[src/rtl/systolic_seq_ctrl_pkg.sv]
// -----------------------------------------------------------------------------
// systolic_ctrl_pkg
// Shared types and default sizes for the systolic-array sequencer.
//   - sys_state_t : sequencer FSM encoding (3 bits)
//   - sys_cmd_t   : one command as issued by the main controller, sized by
//                   the package default widths
// No ports; imported by the interface, the sequencer and its decoder.
// -----------------------------------------------------------------------------
package systolic_ctrl_pkg;

  localparam int SYS_ARRAY_DIM = 4;
  localparam int SYS_ROW_W     = 8;
  localparam int SYS_ADDR_W    = 8;
  localparam int SYS_PERF_W    = 32;

  typedef enum logic [2:0] {
    S_IDLE    = 3'd0,
    S_CLEAR   = 3'd1,
    S_LOAD    = 3'd2,
    S_COMPUTE = 3'd3,
    S_DRAIN   = 3'd4,
    S_DONE    = 3'd5
  } sys_state_t;

  typedef struct packed {
    logic [SYS_ROW_W-1:0]  rows;
    logic [SYS_ADDR_W-1:0] base;
    logic                  clear;
    logic                  accumulate;
    logic                  sgn;
    logic                  transpose;
  } sys_cmd_t;

endpackage

[src/rtl/systolic_seq_ctrl_if.sv]
// -----------------------------------------------------------------------------
// systolic_seq_ctrl_if
// Command channel from the main controller into the sequencer.
//   cmd_valid / cmd_ready : handshake, transfer when both are high
//   cmd_rows              : rows to stream (0 = empty op)
//   cmd_acc_base          : first accumulator address
//   cmd_acc_clear         : clear accumulators before the run
//   cmd_accumulate        : 1 = add into accumulator, 0 = overwrite
//   cmd_signed            : signed arithmetic
//   cmd_transpose         : transpose input
// Modports: master (controller side), slave (sequencer side).
// -----------------------------------------------------------------------------
interface systolic_seq_ctrl_if
  import systolic_ctrl_pkg::*;
#(
  parameter int ROW_W  = SYS_ROW_W,
  parameter int ADDR_W = SYS_ADDR_W
);

  logic              cmd_valid;
  logic              cmd_ready;
  logic [ROW_W-1:0]  cmd_rows;
  logic [ADDR_W-1:0] cmd_acc_base;
  logic              cmd_acc_clear;
  logic              cmd_accumulate;
  logic              cmd_signed;
  logic              cmd_transpose;

  modport master (
    output cmd_valid, cmd_rows, cmd_acc_base, cmd_acc_clear,
           cmd_accumulate, cmd_signed, cmd_transpose,
    input  cmd_ready
  );

  modport slave (
    input  cmd_valid, cmd_rows, cmd_acc_base, cmd_acc_clear,
           cmd_accumulate, cmd_signed, cmd_transpose,
    output cmd_ready
  );

endinterface

[src/rtl/systolic_seq_ctrl_onehot_dec.sv]
// -----------------------------------------------------------------------------
// systolic_onehot_dec
// Binary index to one-hot decoder with enable; all zeros when disabled.
//   idx_i    : binary index (IDX_W bits)
//   en_i     : decoder enable
//   onehot_o : N-bit one-hot result, bit idx_i set when en_i
// -----------------------------------------------------------------------------
module systolic_onehot_dec
  import systolic_ctrl_pkg::*;
#(
  parameter int N     = SYS_ARRAY_DIM,
  parameter int IDX_W = $clog2(SYS_ARRAY_DIM)
) (
  input  logic [IDX_W-1:0] idx_i,
  input  logic             en_i,
  output logic [N-1:0]     onehot_o
);

  for (genvar gi = 0; gi < N; gi++) begin : g_bit
    assign onehot_o[gi] = en_i && (idx_i == IDX_W'(gi));
  end

endmodule

[src/rtl/systolic_seq_ctrl.sv]
// -----------------------------------------------------------------------------
// systolic_seq_ctrl
// Sequencer for an ARRAY_DIM x ARRAY_DIM weight-stationary systolic array.
// Accepts a command, then runs optional accumulator clear, diagonal weight
// load (ARRAY_DIM cycles), skewed compute (rows cycles) and drain
// (ARRAY_DIM cycles), emitting one accumulator write per row.
//
// Ports:
//   clk, rst_n        : clock, asynchronous active-low reset
//   cmd_if (slave)    : command handshake and fields
//   abort             : drop the current op, back to IDLE, no done
//   busy, done        : not-idle flag, one-cycle completion pulse
//   en_weight_pass    : weight shift enable (LOAD)
//   en_capture        : one-hot column capture strobe (LOAD)
//   row_feed_en       : request next input row (COMPUTE)
//   systolic_active   : array computing or draining
//   cfg_signed/_transpose : latched command flags
//   acc_clear         : accumulator clear pulse
//   acc_wr_en/_addr/_accum : accumulator write port
//   perf_busy_cycles, perf_ops : performance counters
//
// Build option: define SYS_PERF_CNT_EN to enable the saturating performance
// counters; otherwise the perf outputs are constant zero.
// -----------------------------------------------------------------------------
module systolic_seq_ctrl
  import systolic_ctrl_pkg::*;
#(
  parameter int ARRAY_DIM = SYS_ARRAY_DIM,
  parameter int ROW_W     = SYS_ROW_W,
  parameter int ADDR_W    = SYS_ADDR_W,
  parameter int PERF_W    = SYS_PERF_W
) (
  input  logic                 clk,
  input  logic                 rst_n,
  systolic_seq_ctrl_if.slave   cmd_if,
  input  logic                 abort,
  output logic                 busy,
  output logic                 done,
  output logic                 en_weight_pass,
  output logic [ARRAY_DIM-1:0] en_capture,
  output logic                 row_feed_en,
  output logic                 systolic_active,
  output logic                 cfg_signed,
  output logic                 cfg_transpose,
  output logic                 acc_clear,
  output logic                 acc_wr_en,
  output logic [ADDR_W-1:0]    acc_wr_addr,
  output logic                 acc_wr_accum,
  output logic [PERF_W-1:0]    perf_busy_cycles,
  output logic [PERF_W-1:0]    perf_ops
);

  localparam int IDX_W = $clog2(ARRAY_DIM);
  // One counter serves LOAD (0..N-1) and the relative COMPUTE/DRAIN count
  // (0..rows+N-1); one extra bit keeps rows+N from wrapping.
  localparam int CNT_W = ROW_W + 1;
  localparam logic [CNT_W-1:0] CNT_ONE   = CNT_W'(1);
  localparam logic [CNT_W-1:0] DIM_C     = CNT_W'(ARRAY_DIM);
  localparam logic [CNT_W-1:0] LOAD_LAST = CNT_W'(ARRAY_DIM - 1);

  sys_state_t        state_q, state_d;
  logic [CNT_W-1:0]  cnt_q, cnt_d;
  logic [ROW_W-1:0]  cfg_rows_q;
  logic              cfg_accum_q;
  logic              cfg_signed_q;
  logic              cfg_transpose_q;
  logic [ADDR_W-1:0] wr_addr_q;     // address of the next write
  logic [ADDR_W-1:0] last_addr_q;   // address of the most recent write

  logic [CNT_W-1:0]  rows_ext;
  logic              cmd_accept;
  logic              load_en;

  assign rows_ext   = {1'b0, cfg_rows_q};
  assign cmd_accept = (state_q == S_IDLE) && cmd_if.cmd_valid;

  // ---------------------------------------------------------------------------
  // Next state and output decode
  // ---------------------------------------------------------------------------
  always_comb begin
    state_d         = state_q;
    cnt_d           = cnt_q;
    cmd_if.cmd_ready = 1'b0;
    busy            = 1'b1;
    done            = 1'b0;
    acc_clear       = 1'b0;
    load_en         = 1'b0;
    row_feed_en     = 1'b0;
    systolic_active = 1'b0;
    acc_wr_en       = 1'b0;

    unique case (state_q)
      S_IDLE: begin
        cmd_if.cmd_ready = 1'b1;
        busy             = 1'b0;
        if (cmd_if.cmd_valid) begin
          cnt_d = '0;
          if (cmd_if.cmd_rows == '0)   state_d = S_DONE;
          else if (cmd_if.cmd_acc_clear) state_d = S_CLEAR;
          else                          state_d = S_LOAD;
        end
      end
      S_CLEAR: begin
        acc_clear = 1'b1;
        state_d   = S_LOAD;
        cnt_d     = '0;
      end
      S_LOAD: begin
        load_en = 1'b1;
        if (cnt_q == LOAD_LAST) begin
          state_d = S_COMPUTE;
          cnt_d   = '0;
        end else begin
          cnt_d = cnt_q + CNT_ONE;
        end
      end
      S_COMPUTE: begin
        row_feed_en     = 1'b1;
        systolic_active = 1'b1;
        acc_wr_en       = (cnt_q >= DIM_C);
        cnt_d           = cnt_q + CNT_ONE;
        if (cnt_q == rows_ext - CNT_ONE) state_d = S_DRAIN;
      end
      S_DRAIN: begin
        systolic_active = 1'b1;
        acc_wr_en       = (cnt_q >= DIM_C) && (cnt_q < rows_ext + DIM_C);
        cnt_d           = cnt_q + CNT_ONE;
        if (cnt_q == rows_ext + DIM_C - CNT_ONE) state_d = S_DONE;
      end
      S_DONE: begin
        done    = 1'b1;
        state_d = S_IDLE;
      end
      default: begin
        state_d = S_IDLE;
      end
    endcase

    if (abort && (state_q != S_IDLE)) begin
      state_d = S_IDLE;
      cnt_d   = '0;
    end
  end

  assign en_weight_pass = load_en;
  assign cfg_signed     = cfg_signed_q;
  assign cfg_transpose  = cfg_transpose_q;
  assign acc_wr_accum   = cfg_accum_q & acc_wr_en;
  // Address holds the last written value between writes.
  assign acc_wr_addr    = acc_wr_en ? wr_addr_q : last_addr_q;

  systolic_onehot_dec #(
    .N     (ARRAY_DIM),
    .IDX_W (IDX_W)
  ) u_capture_dec (
    .idx_i    (cnt_q[IDX_W-1:0]),
    .en_i     (load_en),
    .onehot_o (en_capture)
  );

  // ---------------------------------------------------------------------------
  // State, counter, latched configuration and write address
  // ---------------------------------------------------------------------------
  always_ff @(posedge clk or negedge rst_n) begin
    if (!rst_n) begin
      state_q         <= S_IDLE;
      cnt_q           <= '0;
      cfg_rows_q      <= '0;
      cfg_accum_q     <= 1'b0;
      cfg_signed_q    <= 1'b0;
      cfg_transpose_q <= 1'b0;
      wr_addr_q       <= '0;
      last_addr_q     <= '0;
    end else begin
      state_q <= state_d;
      cnt_q   <= cnt_d;
      if (cmd_accept) begin
        cfg_rows_q      <= cmd_if.cmd_rows;
        cfg_accum_q     <= cmd_if.cmd_accumulate;
        cfg_signed_q    <= cmd_if.cmd_signed;
        cfg_transpose_q <= cmd_if.cmd_transpose;
        wr_addr_q       <= cmd_if.cmd_acc_base;
      end else if (acc_wr_en) begin
        wr_addr_q   <= wr_addr_q + ADDR_W'(1);
        last_addr_q <= wr_addr_q;
      end
    end
  end

  // ---------------------------------------------------------------------------
  // Performance counters (saturating)
  // ---------------------------------------------------------------------------
`ifdef SYS_PERF_CNT_EN
  logic [PERF_W-1:0] perf_busy_q;
  logic [PERF_W-1:0] perf_ops_q;

  always_ff @(posedge clk or negedge rst_n) begin
    if (!rst_n) begin
      perf_busy_q <= '0;
      perf_ops_q  <= '0;
    end else begin
      if (busy && (perf_busy_q != '1)) perf_busy_q <= perf_busy_q + PERF_W'(1);
      if (done && (perf_ops_q != '1))  perf_ops_q  <= perf_ops_q + PERF_W'(1);
    end
  end

  assign perf_busy_cycles = perf_busy_q;
  assign perf_ops         = perf_ops_q;
`else
  assign perf_busy_cycles = '0;
  assign perf_ops         = '0;
`endif

endmodule

[src/flat_wrapper.sv]
// flat-port wrapper written by rule: the top's interface ports become plain ports
module systolic_seq_ctrl_flat import systolic_ctrl_pkg::*;
#(
  parameter int ARRAY_DIM = SYS_ARRAY_DIM,
  parameter int ROW_W     = SYS_ROW_W,
  parameter int ADDR_W    = SYS_ADDR_W,
  parameter int PERF_W    = SYS_PERF_W
)
  (clk, rst_n, abort, busy, done, en_weight_pass, en_capture, row_feed_en, systolic_active, cfg_signed, cfg_transpose, acc_clear, acc_wr_en, acc_wr_addr, acc_wr_accum, perf_busy_cycles, perf_ops, cmd_if_cmd_valid, cmd_if_cmd_rows, cmd_if_cmd_acc_base, cmd_if_cmd_acc_clear, cmd_if_cmd_accumulate, cmd_if_cmd_signed, cmd_if_cmd_transpose, cmd_if_cmd_ready);
  systolic_seq_ctrl_if #(.ROW_W(ROW_W), .ADDR_W(ADDR_W)) cmd_if_i ();
  input  logic clk;
  input  logic rst_n;
  input  logic abort;
  output logic busy;
  output logic done;
  output logic en_weight_pass;
  output logic [ARRAY_DIM-1:0] en_capture;
  output logic row_feed_en;
  output logic systolic_active;
  output logic cfg_signed;
  output logic cfg_transpose;
  output logic acc_clear;
  output logic acc_wr_en;
  output logic [ADDR_W-1:0] acc_wr_addr;
  output logic acc_wr_accum;
  output logic [PERF_W-1:0] perf_busy_cycles;
  output logic [PERF_W-1:0] perf_ops;
  input wire logic [$bits(cmd_if_i.cmd_valid)-1:0] cmd_if_cmd_valid;
  input wire logic [$bits(cmd_if_i.cmd_rows)-1:0] cmd_if_cmd_rows;
  input wire logic [$bits(cmd_if_i.cmd_acc_base)-1:0] cmd_if_cmd_acc_base;
  input wire logic [$bits(cmd_if_i.cmd_acc_clear)-1:0] cmd_if_cmd_acc_clear;
  input wire logic [$bits(cmd_if_i.cmd_accumulate)-1:0] cmd_if_cmd_accumulate;
  input wire logic [$bits(cmd_if_i.cmd_signed)-1:0] cmd_if_cmd_signed;
  input wire logic [$bits(cmd_if_i.cmd_transpose)-1:0] cmd_if_cmd_transpose;
  output wire logic [$bits(cmd_if_i.cmd_ready)-1:0] cmd_if_cmd_ready;
  assign cmd_if_i.cmd_valid = cmd_if_cmd_valid;
  assign cmd_if_i.cmd_rows = cmd_if_cmd_rows;
  assign cmd_if_i.cmd_acc_base = cmd_if_cmd_acc_base;
  assign cmd_if_i.cmd_acc_clear = cmd_if_cmd_acc_clear;
  assign cmd_if_i.cmd_accumulate = cmd_if_cmd_accumulate;
  assign cmd_if_i.cmd_signed = cmd_if_cmd_signed;
  assign cmd_if_i.cmd_transpose = cmd_if_cmd_transpose;
  assign cmd_if_cmd_ready = cmd_if_i.cmd_ready;
  systolic_seq_ctrl #(.ARRAY_DIM(ARRAY_DIM), .ROW_W(ROW_W), .ADDR_W(ADDR_W), .PERF_W(PERF_W)) u_core (.clk(clk), .rst_n(rst_n), .cmd_if(cmd_if_i), .abort(abort), .busy(busy), .done(done), .en_weight_pass(en_weight_pass), .en_capture(en_capture), .row_feed_en(row_feed_en), .systolic_active(systolic_active), .cfg_signed(cfg_signed), .cfg_transpose(cfg_transpose), .acc_clear(acc_clear), .acc_wr_en(acc_wr_en), .acc_wr_addr(acc_wr_addr), .acc_wr_accum(acc_wr_accum), .perf_busy_cycles(perf_busy_cycles), .perf_ops(perf_ops));
endmodule
[config.mk]
export PLATFORM = sky130hd
export DESIGN_NAME = systolic_seq_ctrl_flat
export DESIGN_NICKNAME = d
export VERILOG_FILES = /design/src/rtl/systolic_seq_ctrl_pkg.sv /design/src/rtl/systolic_seq_ctrl_if.sv /design/src/rtl/systolic_seq_ctrl_onehot_dec.sv /design/src/rtl/systolic_seq_ctrl.sv /design/src/flat_wrapper.sv
export SDC_FILE = /design/constraint.sdc
export NUM_CORES = 1
export LEC_CHECK = 0
export ABC_AREA = 1
export CAP_MARGIN = 20
export CORE_MARGIN = 2
export CORE_UTILIZATION = 40
export CTS_BUF_LIST = sky130_fd_sc_hd__clkbuf_4 sky130_fd_sc_hd__clkbuf_8
export DETAILED_ROUTE_END_ITERATION = 8
export MAX_ROUTING_LAYER = met4
export PLACE_DENSITY = 0.79
export SETUP_SLACK_MARGIN = 0.5
export SYNTH_ARGS = -nofsm -noshare
export SYNTH_HDL_FRONTEND = slang
export SYNTH_SLANG_ARGS = --single-unit
[constraint.sdc]
create_clock -name clk -period 3.05 [get_ports clk]
set_input_delay 0.305 -clock clk [delete_from_list [all_inputs] [get_ports clk]]
set_output_delay 0.305 -clock clk [all_outputs]
set_load 0.005 [all_outputs]
# Word-level counts from Yosys, hierarchy flattened
# Cells that the tools add are included.
# op_classes
n_eq_ne,15
magnitude_cmp,2
n_reduce_logical,16
n_addsub,5
mux,23
n_bitwise,1
# op_table
op,n
9-bit one-hot mux with 4 select lines,1
9-bit 2-to-1 mux,3
8-bit 2-to-1 mux,3
9-bit equality test,2
3-bit 2-to-1 mux,6
3-bit one-hot mux with 5 select lines,1
"8-bit by 3-bit adder with 9-bit output, second input constant",1
"9-bit by 1-bit adder with 9-bit output, second input constant",1
"9-bit by 2-bit equality test with 1-bit output, second input constant",1
"9-bit by 3-bit greater-or-equal comparator with 1-bit output, second input constant",1
9-bit < comparator,1
"3-bit by 1-bit inequality test with 1-bit output, second input constant",3
"8-bit by 1-bit subtractor with 9-bit output, second input constant",1
"9-bit by 1-bit subtractor with 9-bit output, second input constant",1
"8-bit by 1-bit adder with 8-bit output, second input constant",1
8-bit zero test,1
1-bit logical AND,7
1-bit 2-to-1 mux,7
"3-bit by 2-bit equality test with 1-bit output, second input constant",2
"3-bit equality test, second input constant",2
5-bit nonzero test,1
"2-bit equality test, second input constant",2
4-bit AND reduction,1
"3-bit by 1-bit equality test with 1-bit output, second input constant",1
other kinds (11),11
# totals
in_bits,24
output_inout_bits,87
regBits,39

# Depth between registers and ports, before layout
# Gate-level depths: netlist of run 1.
# depth
ltp_word,6
ltp_mapped,19
mapped_depth_nobuf,18

# Modules after synthesis
# From an unflattened synthesis of run 1, not the netlist that was laid out.
# hier_totals
hier_cells,532
area_unflattened_um2,3575.9
# modules_own_cells
mod,cells_each,n_inst,seq_area_each_um2,area_per_inst_um2
systolic_seq_ctrl,524,1,975.9,3545.9
systolic_onehot_dec,8,1,0.0,30.0

# Least setup slack after synthesis of run 1
# Ideal clock, no wire load.
# synth_path
path_type,register -> output
from,reg u_core.cfg_rows_q[2]
to,out acc_wr_addr[2]
t_arrival_ps,2135
stages_incl_launch_ff,19
path_slack_ps,610
required_ps,2745
cell_sequence,dfrtp_1 > inv_2 > ha_1 > inv_1 > ha_1 > nand2_1 > inv_1 > nand4_1 > nand3_1 > nand2_1 > nand3b_1 > nand3_1 > nand2_1 > nand2_1 > nand2_1 > buf_6 > buf_6 > nand2_1 > nand2_1
# synth_between
elab_chain_cells,5
# synth_rtl
item,line_no,source
"start, declared",systolic_seq_ctrl.sv:63,logic [ROW_W-1:0] cfg_rows_q;
"start signal, assigned",systolic_seq_ctrl.sv:178,cfg_rows_q <= cmd_if.cmd_rows;
8-bit by 3-bit adder with 9-bit output,systolic_seq_ctrl.sv:126,acc_wr_en = (cnt_q >= DIM_C) && (cnt_q < rows_ext + DIM_C);
9-bit < comparator,systolic_seq_ctrl.sv:126,
1-bit logical AND,systolic_seq_ctrl.sv:126,
1-bit one-hot mux with 2 select lines,systolic_seq_ctrl.sv:92,unique case (state_q)
8-bit 2-to-1 mux,n/a,
"end, declared",flat_wrapper.sv:24,output logic [ADDR_W-1:0] acc_wr_addr;
# No other way between the ends.

# Worst setup path in the final report of run 1
# layout_path
from,reg u_core.cfg_rows_q[2]
to,out acc_wr_addr[5]
# The elaborated chain is that of the path after synthesis.

==> results by group, run 1 <==
Status
  – Status: finished clean

STA
  – Setup violators final: 0
  – RSZ-0062 raised after global routing: yes
  – Clock Skews: 0.00713 ns
  – Worst slew pin tran: 0.887 ns
  – Maximum clock frequency: 359 MHz
  – Fin crit share: 0.913
  – Final Slew Violations: 0
  – Hold Vio Cnt, Final: 0
  – Relative slew slack: 0.409
  – Setup TNS: 0 ns
  – Worst hold slack: 0.117 ns
  – Tmin final: 2.78 ns

Critical path
  – CP Data Required Time: 2.74 ns
  – CP max FO: 8
  – WS Path Type: flop to output port
  – Startpoint Class: flop
  – WP data arrival: 2.48 ns
  – Critical path endpoint category: output port

Yosys
  – Post-synth cell types: 35
  – Post-synthesis sequential area ratio: 0.270
  – Post-synth ARST share: 1.00
  – Cells after Synth: 542
  – Ys flop type: dfrtp_1
  – Yosys reg bits: 39
  – EDFF count, synth: 0
  – Syn Std Cell Area: 3610 um2
  – Synth warnings: 0
  – Avg Cell Area, Syn: 6.67 um2

Pwr
  – Cell-internal power: 1.72 mW
  – LEAKAGE: 2.18 nW
  – Flop pwr share: 0.264
  – Clock share of power: 0.110
  – Comb pwr share: 0.626
  – VDD IR-drop max: 0.000315 V
  – Switching pwr: 1.69 mW
  – Switching share of power: 0.496
  – P per Cell Area: 792 nW/um2

Floorplanning
  – # rows: 34
  – Die area: 9810 um2
  – Core area: 8760 um2
  – I/O pin count: 111
  – Initial Util: 0.412
  – Chip width: 99.1 um
  – Die Ht: 99.1 um

CTS
  – CTS H-tree lvls: 2
  – CTS tree: yes
  – Hold_buf cts: 0
  – Clk slew on worst S/H paths: 0.09 ns
  – CTS Buf Count: 5
  – Clk root buf: clkbuf_8
  – Clk buf depth: 2
  – Total clock sinks: 39
  – Worst skew pair latency: 0.30 ns

Routing
  – DR WL/cell: 12.8 um
  – 1st-pass router iterations: 4
  – Number of routed nets with antenna violations: 0
  – Vias: 3448
  – Vias per inst: 4.85
  – DRT iter0 DRCs: 200
  – # DRC: 0
  – Post-Route WL: 9080 um

GRT
  – First-pass GRT wire length: 15100 um
  – Vias in the first global route: 3323
  – GRT Resource Usage Total: 0.192
  – Initial antenna violation count: 0
  – Total grt overflow: 0
  – Largest net degree at the start of global routing: 40

Flow run
  – Max_cap viols: 0

Placed design
  – DP HPWL: 6930 um
  – Inst Count DP: 695
  – Port Buffers: 46
  – Final GP Congestion: 0.950

Layout
  – Final core occ: 0.491
  – Non-filler instance count after layout: 711
  – # diodes: 0
  – Share of layout cells above drive strength 1: 0.171
  – Layout area overhead: 19.1%
  – NumNets Final: 643
  – Filler cells: 858

Hold path
  – Worst Hold Class: input pin to async pin
==> layout make-up <==
| class | count | area (um2) | area share |
|---|---|---|---|
| multi-input combinational | 430 | 2260 | 0.525 |
| timing repair buffer | 65 | 601 | 0.139 |
| inverter | 61 | 239 | 0.0555 |
| tap | 108 | 135 | 0.0314 |
| clock inverter | 3 | 23.8 | 0.00552 |
| clock buffer | 5 | 68.8 | 0.0160 |
| sequential | 39 | 980 | 0.227 |
==> worst max-delay path, stage by stage (launching register included) <==
cell,delay (ns)
dfrtp_2,0.46
ha_4,0.19
nand2_2,0.09
nand2_4,0.07
ha_4,0.26
nand2_2,0.05
inv_2,0.05
nand4_1,0.07
nand3_1,0.09
nand2_1,0.06
nand3b_1,0.08
nand3_1,0.07
nand2_1,0.07
nand2_2,0.06
nand2_4,0.11
buf_12,0.14
nand2_1,0.06
o21ai_1,0.07
buf_2,0.12
==> worst paths after layout <==
check | from | to | slack (ns) | cells past startpoint
max | u_core.cfg_rows_q[2]$_DFFE_PN0P_ | acc_wr_addr[5] | 0.27 | 18
min | rst_n | u_core.last_addr_q[6]$_DFFE_PN0N_ | 0.12 | 1
max reg2reg | u_core.cfg_rows_q[2]$_DFFE_PN0P_ | u_core.wr_addr_q[1]$_DFFE_PN0P_ | 0.66 | 19
min reg2reg | u_core.last_addr_q[2]$_DFFE_PN0N_ | u_core.last_addr_q[2]$_DFFE_PN0N_ | 0.48 | 2
max in group asynchronous | rst_n | u_core.cfg_rows_q[2]$_DFFE_PN0P_ | 2.31 | 1
min in group clk | u_core.last_addr_q[2]$_DFFE_PN0N_ | u_core.last_addr_q[2]$_DFFE_PN0N_ | 0.48 | 2
==> power by group through the flow <==
stage / Clock (mW) / Combinational (mW) / Sequential (mW)
floorplan: 0 / 1.41 / 0.826
global placement: 0 / 1.88 / 0.870
detailed placement: 0 / 1.94 / 0.877
CTS: 0.381 / 2.00 / 0.876
global route: 0.399 / 2.42 / 0.930
finish: 0.374 / 2.14 / 0.902
==> kinds of logic (layout without fill, tap and decap cells) <==
family / Yosys count / in the layout / synth area share
xor gates and xnor gates: 6 / 6 / 0.0145
buffers and inverters: 136 / 134 / 0.216
adders and majority gates: 17 / 17 / 0.0588
and+or+nand+nor: 298 / 298 / 0.369
DFF: 39 / 39 / 0.270
other: 1 / 64 / 0.00104
AOI/OAI and AO/OA: 45 / 45 / 0.0706
==> through the flow <==
stage	power, mW	cell area, um2	worst slack [ns]
floorplan	2.24	3850	0.610
global placement	2.75	3990	0.100
detailed placement	2.82	3990	0.0509
CTS	3.26	4190	0.187
global route	3.75	4310	0.0986
finish	3.41	4310	0.266
==> registers in the layout (all words and copies together), names as in the netlist <==
register,flops
u_core.cfg_rows_q,8
u_core.last_addr_q,8
u_core.wr_addr_q,8
u_core.cfg_accum_q,1
u_core.cfg_signed,1
u_core.state_q,3
u_core.cnt_q,9
u_core.cfg_transpose,1
==> cell usage after synthesis (8+ instances only) <==
library cell  number  area, um2
a21oi_1            8       40.0
buf_4             66        495
dfrtp_1           39        976
ha_1              17        213
inv_1             52        195
inv_2              9       33.8
nand2_1          168        631
nand3_1           47        235
nand4_1           11       68.8
nor2_1            34        128
nor3_1            11       55.1
o21ai_0           28        140
==> cell usage in the layout, fill, tap and decap left out, types with 4 or more instances in the layout <==
cell type and n:
nor2_1 31, inv_1 48, nor4_1 5, clkbuf_8 5, nand2_4 4, nand3_1 46
nor3_1 11, ha_1 11, buf_4 16, clkdlybuf4s50_1 35, o21ai_0 24, nand4_1 11
nor2_2 4, conb_1 64, nand2_2 17, nor2_4 4, nand2_1 152, ha_4 5
inv_2 10, dfrtp_1 36, buf_2 11, a21oi_1 8
==> routing by layer <==
layer / wire length (um) / GRT usage
met5: 0 / -
met1: 3730 / 0.226
met3: 447 / 0.0262
met2: 4550 / 0.322
met4: 346 / 0.0917
==> timing repair <==
action | in CTS | in global routing
buffers inserted | 3 | 3
endpoints found under the setup margin | 10 | 23
gates resized for setup | 66 | 27
pin swaps | 9 | 7
cloned | 2 | 0
Note: power is estimated with default switching activity, not from simulation.
==> run 2, diff against run 1 <==
Settings changed: ABC_CLOCK_PERIOD_IN_PS set to 3050.
==> results of run 2 <==
The final DEF is identical to that of run 1; final timing and power are the same.
==> run 3, diff against run 2 <==
Settings changed: ABC_CLOCK_PERIOD_IN_PS 3050 to 3550.
Clock period 3.05 ns to 3.55 ns, I/O delays scaled along.
==> run 3 against run 2 <==
  * Count of clock-buffer cells in the layout is 3 higher
  * Utilization down 0.81 points
  * Hold slack improved by 0.068 ns
  * Sequential share of layout area is 0.38 points higher
  * Via count is 0.81% lower
  * Sequential power decreased by 12%
  * Final cell count down 1.1%
  * Combinational power shrank 20%
  * Register-to-register slack better by 0.29 ns
  * Global-route usage down 0.26 points
  * Clock power decreased by 6.7%
  * Largest power group unchanged
==> results by group, run 3 (same netlist as run 1, synthesis figures left out) <==
Pwr
  – Comb pwr share: 0.599
  – Switching share of power: 0.487
  – P per Cell Area: 676 nW/um2
  – Switching pwr: 1.40 mW
  – LEAKAGE: 2.21 nW
  – Clock share of power: 0.122
  – VDD IR-drop max: 0.000328 V
  – Cell-internal power: 1.47 mW
  – Flop pwr share: 0.279

Floorplanning
  – Core area: 8760 um2
  – # rows: 34
  – Die area: 9810 um2
  – Die Ht: 99.1 um
  – Initial Util: 0.412
  – I/O pin count: 111
  – Chip width: 99.1 um

Critical path
  – R2R setup slack: 0.95 ns
  – CP peak stage delay: 0.46 ns
  – CP Data Required Time: 3.19 ns
  – CP max FO: 8
  – CP max-delay cell: dfrtp_2
  – Critical path endpoint category: output port
  – Delay-heaviest family, CP: simple AND/OR/NAND/NOR gates
  – Critical Path Most Common Cell: nand2_1
  – WS Path Type: flop to output port
  – CP Cell Sequence: inv_2, ha_4, inv_4, ha_4, nand2_1, inv_2, nand4_1, nand3_1, nand2_1, nand3b_1, nand3_1, nand2_1, nand2_2, nand2_4, buf_12, inv_4, nand2_1, nand2_1, dlymetal6s2s_1
  – WP data arrival: 2.57 ns
  – Startpoint Class: flop
  – Buffer and inverter count on the worst path: 6

STA
  – Fin crit share: 0.825
  – Final Slew Violations: 0
  – Setup TNS: 0 ns
  – Maximum clock frequency: 342 MHz
  – RSZ-0062 raised after global routing: yes
  – Clock Skews: 0.00604 ns
  – Worst slew pin tran: 0.906 ns
  – Setup violators final: 0
  – Tmin final: 2.93 ns
  – Hold Vio Cnt, Final: 0
  – Relative slew slack: 0.396

GRT
  – First-pass GRT wire length: 14800 um
  – GRT Resource Usage Total: 0.189
  – Total grt overflow: 0
  – Vias in the first global route: 3284
  – Largest net degree at the start of global routing: 40
  – Initial antenna violation count: 0

Layout
  – Share of layout cells above drive strength 1: 0.129
  – NumNets Final: 635
  – Largest reg by FF count: u_core.cnt_q
  – Most frequent cells in the layout: nand2_1, conb_1, inv_1
  – Non-filler instance count after layout: 703
  – # diodes: 0
  – Max reg flops: 9
  – Layout area overhead: 17.2%
  – Most common cell after layout, fill and taps aside: nand2_1

Routing
  – 1st-pass router iterations: 4
  – Vias: 3420
  – Post-Route WL: 8980 um
  – DR WL/cell: 12.8 um
  – Number of routed nets with antenna violations: 0
  – Vias per inst: 4.86
  – # DRC: 0
  – DRT iter0 DRCs: 171

Hold path
  – Worst Hold Class: input pin to async pin

CTS
  – CTS Buf Count: 5
  – CTS H-tree lvls: 2
  – CTS tree: yes
  – Clk buf depth: 2
  – Total clock sinks: 39
  – Clk slew on worst S/H paths: 0.08 ns
  – Worst skew pair latency: 0.30 ns
  – Clk root buf: clkbuf_8

Placed design
  – Final GP Congestion: 0.950
  – DP HPWL: 6690 um
  – Port Buffers: 46
  – Inst Count DP: 686

Flow run
  – Max_cap viols: 0

Status
  – Status: finished clean
==> run 3: layout make-up <==
class | count | area, um2
Inverter | 61 | 236
Timing Repair Buffer | 57 | 583
Clock buffer | 8 | 104
Sequential cell | 39 | 980
Fill cell | 849 | 4530
Tap cell | 108 | 135
Multi-Input combinational cell | 430 | 2200
==> run 3: repair_timing <==
item,in CTS,in global routing
hold buffers,0,0
resized for setup,24,29
pin swaps,2,12
cloned,2,0
endpoints found under the setup margin,10,10
setup buffers,5,2
==> run 3: layer usage <==
metal / share of wire / vias to the layer above / track usage
met2: 0.51 / 110 / 0.326
li1: - / 1711 / -
met4: 0.019 / 0 / 0.0717
met1: 0.41 / 1585 / 0.218
met3: 0.054 / 14 / 0.0355
met5: 0 / - / -
==> run 3: through the flow <==
stage          area [um2]  setup slack (ns)  utilization  hold slack (ns)  power [mW]
2_1_floorplan        3850              1.06            -           0.0594        1.92
3_3_place_gp         3910             0.293        0.446            0.460        2.31
3_5_place_dp         3910             0.248        0.446            0.463        2.35
4_1_cts              4190             0.261        0.478            0.211        2.82
5_1_grt              4240             0.436        0.483            0.257        3.16
6_report             4240             0.623        0.483            0.185        2.86
==> run 3: power groups by stage <==
stage	sequential (mW)	combinational [mW]	clock (mW)
2_1_floorplan	0.709	1.21	0
3_3_place_gp	0.791	1.52	0
3_5_place_dp	0.794	1.56	0
4_1_cts	0.792	1.67	0.353
5_1_grt	0.823	1.97	0.370
6_report	0.798	1.72	0.349
==> run 3: worst paths after layout <==
check	start	to	cells after the start
max	u_core.cfg_rows_q[3]$_DFFE_PN0P_	acc_wr_addr[1]	19
min	rst_n	u_core.cnt_q[3]$_DFFE_PN0P_	1
max reg2reg	u_core.cfg_rows_q[3]$_DFFE_PN0P_	u_core.wr_addr_q[5]$_DFFE_PN0P_	19
min reg2reg	u_core.cfg_signed$_DFFE_PN0P_	u_core.cfg_signed$_DFFE_PN0P_	2
max in group asynchronous	rst_n	u_core.cfg_rows_q[2]$_DFFE_PN0P_	1
min in group clk	u_core.cfg_signed$_DFFE_PN0P_	u_core.cfg_signed$_DFFE_PN0P_	2
